[src/rtl/irq_timer_pkg.sv]
// irq_timer_pkg: register map, TCON bit positions and default base address for irq_timer.
package irq_timer_pkg;
  localparam logic [1:0] OFF_TH = 2'd0;
  localparam logic [1:0] OFF_TL = 2'd1;
  localparam logic [1:0] OFF_TCON = 2'd2;
  localparam logic [1:0] OFF_PSC = 2'd3;
  localparam int TCON_EN = 0;
  localparam int TCON_IE = 1;
  localparam int TCON_IS = 2;
  localparam logic [31:0] DEFAULT_BASE = 32'h4000_0000;
endpackage

[src/rtl/timer_prescaler.sv]
// timer_prescaler: divides enabled cycles by (psc+1), emitting one tick per period.
module timer_prescaler #(
  parameter int PSC_W = 16
) (
  input  logic             clk,
  input  logic             reset,
  input  logic             en,
  input  logic             clr,
  input  logic [PSC_W-1:0] psc,
  output logic             tick
);
  logic [PSC_W-1:0] cnt;
  assign tick = en & (cnt == psc);
  always_ff @(posedge clk or posedge reset)
    if (reset) cnt <= '0;
    else if (clr) cnt <= '0;
    else if (en) cnt <= tick ? '0 : cnt + 1'b1;
endmodule

[src/rtl/irq_timer.sv]
// irq_timer: memory-mapped interval timer raising a level irq on reload.
// Optional PSC register and prescaler under TIMER_PRESCALE_EN.
module irq_timer
  import irq_timer_pkg::*;
#(
  parameter logic [31:0] BASE_ADDR = DEFAULT_BASE,
  parameter int PSC_W = 16
) (
  input  logic        clk,
  input  logic        reset,
  input  logic [31:0] addr,
  input  logic        MemRd,
  input  logic        MemWr,
  input  logic [31:0] wdata,
  output logic [31:0] rdata,
  output logic        hit,
  output logic        irq
);
  logic [31:0] th, tl, tcon_rd, psc_rd;
  logic en, ie, is, tick, ovf;
  logic wr_th, wr_tl, wr_tcon;
  logic [1:0] off;
  logic unused_ok;
  assign unused_ok = &{1'b0, addr[1:0]};
  assign hit = addr[31:4] == BASE_ADDR[31:4];
  assign off = addr[3:2];
  assign wr_th = MemWr & hit & (off == OFF_TH);
  assign wr_tl = MemWr & hit & (off == OFF_TL);
  assign wr_tcon = MemWr & hit & (off == OFF_TCON);
`ifdef TIMER_PRESCALE_EN
  logic [PSC_W-1:0] psc;
  logic wr_psc;
  assign wr_psc = MemWr & hit & (off == OFF_PSC);
  assign psc_rd = 32'(psc);
  always_ff @(posedge clk or posedge reset)
    if (reset) psc <= '0;
    else if (wr_psc) psc <= wdata[PSC_W-1:0];
  timer_prescaler #(.PSC_W(PSC_W)) u_prescaler (
    .clk(clk), .reset(reset), .en(en), .clr(wr_psc), .psc(psc), .tick(tick)
  );
`else
  assign psc_rd = '0;
  assign tick = en;
`endif
  // a software TL write overrides the tick, so it also suppresses that cycle's overflow
  assign ovf = tick & (tl == 32'hFFFF_FFFF) & ~wr_tl;
  assign irq = ie & is;
  always_comb begin
    tcon_rd = '0;
    tcon_rd[TCON_EN] = en;
    tcon_rd[TCON_IE] = ie;
    tcon_rd[TCON_IS] = is;
  end
  assign rdata = !(MemRd && hit) ? '0 :
                 off == OFF_TH   ? th :
                 off == OFF_TL   ? tl :
                 off == OFF_TCON ? tcon_rd : psc_rd;
  always_ff @(posedge clk or posedge reset)
    if (reset) begin
      th <= '0;
      tl <= '0;
      en <= 1'b0;
      ie <= 1'b0;
      is <= 1'b0;
    end else begin
      if (wr_th) th <= wdata;
      if (wr_tl) tl <= wdata;
      else if (tick) tl <= (tl == 32'hFFFF_FFFF) ? th : tl + 32'd1;
      if (wr_tcon) begin
        en <= wdata[TCON_EN];
        ie <= wdata[TCON_IE];
      end
      if (ovf && ie) is <= 1'b1;
      else if (wr_tcon && !wdata[TCON_IS]) is <= 1'b0;
    end
endmodule

[config.mk]
export PLATFORM = sky130hd
export DESIGN_NAME = irq_timer
export DESIGN_NICKNAME = d
export VERILOG_FILES = /design/src/rtl/irq_timer_pkg.sv /design/src/rtl/timer_prescaler.sv /design/src/rtl/irq_timer.sv
export SDC_FILE = /design/constraint.sdc
export NUM_CORES = 1
export LEC_CHECK = 0
export CAP_MARGIN = 40
export CORE_ASPECT_RATIO = 1.4
export CORE_MARGIN = 2
export CORE_UTILIZATION = 37
export DETAILED_ROUTE_END_ITERATION = 8
export PLACE_DENSITY_LB_ADDON = 0.05
export SYNTH_ARGS = -nofsm -noshare
export SYNTH_HDL_FRONTEND = slang
export SYNTH_HIERARCHICAL = 1
export SYNTH_SLANG_ARGS = --single-unit
[constraint.sdc]
create_clock -name clk -period 8.15 [get_ports clk]
set_input_delay 2.0375 -clock clk [delete_from_list [all_inputs] [get_ports clk]]
set_output_delay 2.0375 -clock clk [all_outputs]
set_load 0.05 [all_outputs]
==> run summary <==
In this run the post-CTS setup repair buffer count came out at 0. The synthesized design contains 0 enable-type register cells. The worst hold path terminates at is. The average instance area after synthesis was 9.46 um2; the portion of total power attributed to combinational logic was 7.3%.

The min-delay analysis places its worst path in the category reg2reg. The via count of the first global-routing pass was 3900; the net switching component of the power was 0.166 mW. The detailed placer's ending HPWL is 9.17 mm, and the share of final-layout standard cells stronger than drive strength 1 is 14.6%. The detail-routed net length per standard cell works out to 18.4 um. Cell chosen for the clock root: sky130_fd_sc_hd__clkbuf_16. Of the available clock period, the critical path in the final layout requires 83.1%. The number of nets still failing antenna checks after routing was 0. The worst-case headroom to the max-slew limit is 47.6%, and the horizontal extent of the die is 95.5 um. When the netlist entered floorplanning its net count stood at 528. Adding up every negative setup slack in the final design gives 0 ps.

Number of fill cells: 1117. The flow ran to the end, and the final reports show no timing, DRC or antenna violations. The biggest area contributor in the post-synthesis netlist is sky130_fd_sc_hd__dfrtp_1. The floorplan die height is 132 um, and the net switching fraction of the power is 20.8%.

The DRC violation count after routing is 0, and the final count of pins violating max slew is 0. The synthesized netlist devotes 1.82% of its cell area to XOR and XNOR gates. Setup repair after global routing left no endpoint under its margin.

Summing the areas of all and, or, nand and nor instances in the mapped netlist gives 21.2% of the synthesized area. The first global-routing pass estimated 20.2 mm of wire. TritonCTS built the clock tree. The proportion of power drawn by the clock network was 50.9%; the count of input and output buffers was 99.

In this run, synthesis produced a sequential element count of 67. The number of different library cells used by synthesis comes to 63. The area enclosed by the die boundary was 12600 um2. The startpoint of the lowest-slack hold path was is. VDD sags by at most 0.101 mV. The tools report the count of endpoints failing hold in the final timing report as 0.

After synthesis, the largest family of logic cells by area is simple AND/OR/NAND/NOR gates. The area growth from synthesis to layout is 32.3%. Based on the critical path, the design can be clocked at up to 148 MHz.

Ranked by total cell area, the synthesized netlist is headed by sky130_fd_sc_hd__dfrtp_1, sky130_fd_sc_hd__mux2_2, sky130_fd_sc_hd__mux2i_1. The netlist area before placement was 4340 um2; the adder-cell share of the synthesized area was 0.288%. On the final layout, the worst clock skew is 5.60 ps. For the pin with the worst max-slew slack, the measured transition is 786 ps. H-tree depth reported by CTS: 3. The type of origin of the critical path is a primary input. The share of synthesized flip-flops with an asynchronous set or reset was 100%; the cell depth of the worst hold path was 2. The tools report the area occupied by registers as 1680 um2. The logs give 9 for the number of buffers created by CTS and 3889 for the via count.

At the end of the flow the core is filled with cells to 50.4%. At the later pin of the worst-skew pair, clock insertion delay measures 330 ps. The pre-antenna-repair detailed-routing pass consisted of 4 iterations.

Walking the worst path, the cells encountered are clkdlybuf4s50_1 -> nor4_1 -> nand4_1 -> nor2_1 -> nand3b_1 -> buf_4 -> nor2_1 -> clkdlybuf4s50_1. Routability-driven placement finished with a final weighted congestion of 0.810. The worst register-to-register path has a depth of 7. The routed design could run at a clock period as short as 6780 ps.

The run gives 11400 um2 as the area of the placeable core. For the worst setup slack before clock tree synthesis, the log shows 1340 ps. The number of gates given a new drive strength after cts came out at 0. The run gives 38 as the pin count of the biggest net entering global routing. At the worst endpoint, the required time is 6110 ps. Synthesis handed over a netlist of 459 instances. Once the floorplan was initialized, standard cells occupied 38.1% of the core.

The worst register-to-register path ends at tl[15]. Hold is met by 520 ps. The tools report the number of hold-repair buffers added at the cts stage as 0. The run gives 0 as the number of setup violations in the final report.

In this run the worst path has a maximum fanout of 29. The synthesized netlist devotes 13.8% of its cell area to compound gates. The run gives 94 as the initial detailed-routing violation count.

The most used flip-flop cell after synthesis is sky130_fd_sc_hd__dfrtp_1. By instance count, the leading cell after synthesis is sky130_fd_sc_hd__dfrtp_1. The tools report the kind of capture point of the worst setup path as a primary output. The all-layer global routing usage was 20.7%; the stage delay of the slowest cell on the critical path was 820 ps. The run gives 0 as the initial antenna violation count. After clock tree synthesis, the clock-pin slew on the worst setup and hold paths is 50 ps. The clock passes through at most 2 buffers.

The analysis attributes to cell leakage a power of 2.48 nW. Measured against the total synthesized area, the mux share comes to 19.1%. CTS saw 67 sinks.

The routed design has 12.8 mm of wire. The floorplan has 46 rows. For the residual overflow from global routing, the log shows 0.

For the max-cap violation count, the log shows 0. The worst register-to-register path begins at tl[0]. For this run, the number of Yosys warnings is 6. The finished cells cover 5740 um2. Per report_power, the sequential group accounts for 41.8% of the total. The number of antenna diodes in the final layout is 0. For the standard cell area after detailed placement, the log shows 5440 um2. After the last flow step, the layout net total stands at 620. The share of the synthesized area in the top cell type is 38.6%.

In this run the power density over the cells is 139 nW/um2. During I/O placement, the number of pins put on the boundary was 102. The arrival time reported for the critical path endpoint is 4740 ps. In this run the register-to-register setup slack is 5300 ps. The commonest cells after synthesis are sky130_fd_sc_hd__dfrtp_1, sky130_fd_sc_hd__nor2_1, sky130_fd_sc_hd__mux2_2, sky130_fd_sc_hd__mux2i_1. The setup slack of the critical path after layout was 1370 ps.

The routed via count divided by cell count is 5.56. Standard cell with the maximum stage delay on the critical path: sky130_fd_sc_hd__clkdlybuf4s50_1. The setup path with the least slack is of type in2out.

The cell-internal power came out at 0.631 mW. The logs give 2460 um2 for the area taken by multi-input logic gates and 38.6% for the sequential element share of the synthesized area.
[state kept, by name (all words and copies together) (netlist names)]
register  cells
tl           32
th           32
en            1
ie            1
is            1
[power by group through the flow]
| stage | Combinational, mW | Sequential, mW | Clock [mW] |
|---|---|---|---|
| floorplan | 0.0181 | 0.339 | 0 |
| global placement | 0.0577 | 0.339 | 0 |
| detailed placement | 0.0594 | 0.339 | 0 |
| CTS | 0.0597 | 0.333 | 0.414 |
| global route | 0.0632 | 0.333 | 0.427 |
| finish | 0.0585 | 0.333 | 0.405 |
[logic make-up (layout without fill, tap and decap cells)]
logic type,count (synthesis),in the layout
xor+xnor,9,9
buf+inv,37,134
flops,67,67
mux,78,78
simple gates,176,176
compound gates,91,91
fa+ha+maj,1,1
[layout by cell type, fill, tap and decap left out, types with 2 or more instances in the layout]
| cell type | instances |
|---|---|
| sky130_fd_sc_hd__or4_1 | 3 |
| sky130_fd_sc_hd__inv_1 | 6 |
| sky130_fd_sc_hd__a31oi_1 | 8 |
| sky130_fd_sc_hd__nor4b_1 | 3 |
| sky130_fd_sc_hd__and3_2 | 2 |
| sky130_fd_sc_hd__mux2i_1 | 39 |
| sky130_fd_sc_hd__nand4_1 | 9 |
| sky130_fd_sc_hd__a41oi_1 | 2 |
| sky130_fd_sc_hd__nor3_1 | 16 |
| sky130_fd_sc_hd__nand4b_1 | 2 |
| sky130_fd_sc_hd__mux2_2 | 39 |
| sky130_fd_sc_hd__a21o_1 | 11 |
| sky130_fd_sc_hd__nand3_1 | 20 |
| sky130_fd_sc_hd__o21a_1 | 3 |
| sky130_fd_sc_hd__buf_4 | 10 |
| sky130_fd_sc_hd__a41o_1 | 3 |
| sky130_fd_sc_hd__o21ai_0 | 15 |
| sky130_fd_sc_hd__clkdlybuf4s50_1 | 98 |
| sky130_fd_sc_hd__clkbuf_8 | 3 |
| sky130_fd_sc_hd__nor4_1 | 9 |
| sky130_fd_sc_hd__clkbuf_16 | 9 |
| sky130_fd_sc_hd__dfrtp_1 | 67 |
| sky130_fd_sc_hd__xnor2_1 | 4 |
| sky130_fd_sc_hd__o211ai_1 | 4 |
| sky130_fd_sc_hd__nor2_1 | 58 |
| sky130_fd_sc_hd__a211oi_1 | 4 |
| sky130_fd_sc_hd__a21oi_1 | 29 |
| sky130_fd_sc_hd__nand2_1 | 29 |
| sky130_fd_sc_hd__clkbuf_1 | 3 |
| sky130_fd_sc_hd__and3_1 | 9 |
| sky130_fd_sc_hd__xor2_1 | 5 |
| sky130_fd_sc_hd__nor4_2 | 2 |
[metrics by stage]
stage          total power [mW]  cells
5_1_grt                   0.822    700
2_1_floorplan             0.357    459
3_5_place_dp              0.398    684
4_1_cts                   0.806    700
3_3_place_gp              0.396    680
6_report                  0.797    700
[layout make-up]
class | instances | share of cell area (%)
inverters | 7 | 0.457
multi-input cells | 355 | 42.8
clock inverters | 1 | 0.523
flip-flops and latches | 67 | 29.2
clock buffers | 15 | 4.84
repair buffers | 111 | 19.1
well taps | 144 | 3.14
[worst max-delay path, delay by kind of cell]
family,cells,cell delay (ps)
buffers and inverters,3,1500
AND/OR/NAND/NOR,5,1190
[worst max-delay path by stage]
stage / start / endpoint
after floorplan: addr[13] / rdata[21]
after global placement: addr[13] / rdata[29]
after detailed placement: addr[13] / rdata[21]
after CTS: addr[13] / rdata[31]
after global routing: addr[14] / rdata[31]
final: addr[14] / rdata[6]
[per-layer routing]
| metal | vias to the layer above | part of all wire [%] | track usage [%] |
|---|---|---|---|
| li1 | 1890 | - | - |
| met1 | 1913 | 42 | 24.9 |
| met2 | 69 | 53 | 36.3 |
| met3 | 17 | 2.9 | 2.40 |
| met4 | 0 | 2.4 | 9.29 |
| met5 | - | 0 | 0 |
Note: power is estimated with default switching activity, not from simulation.
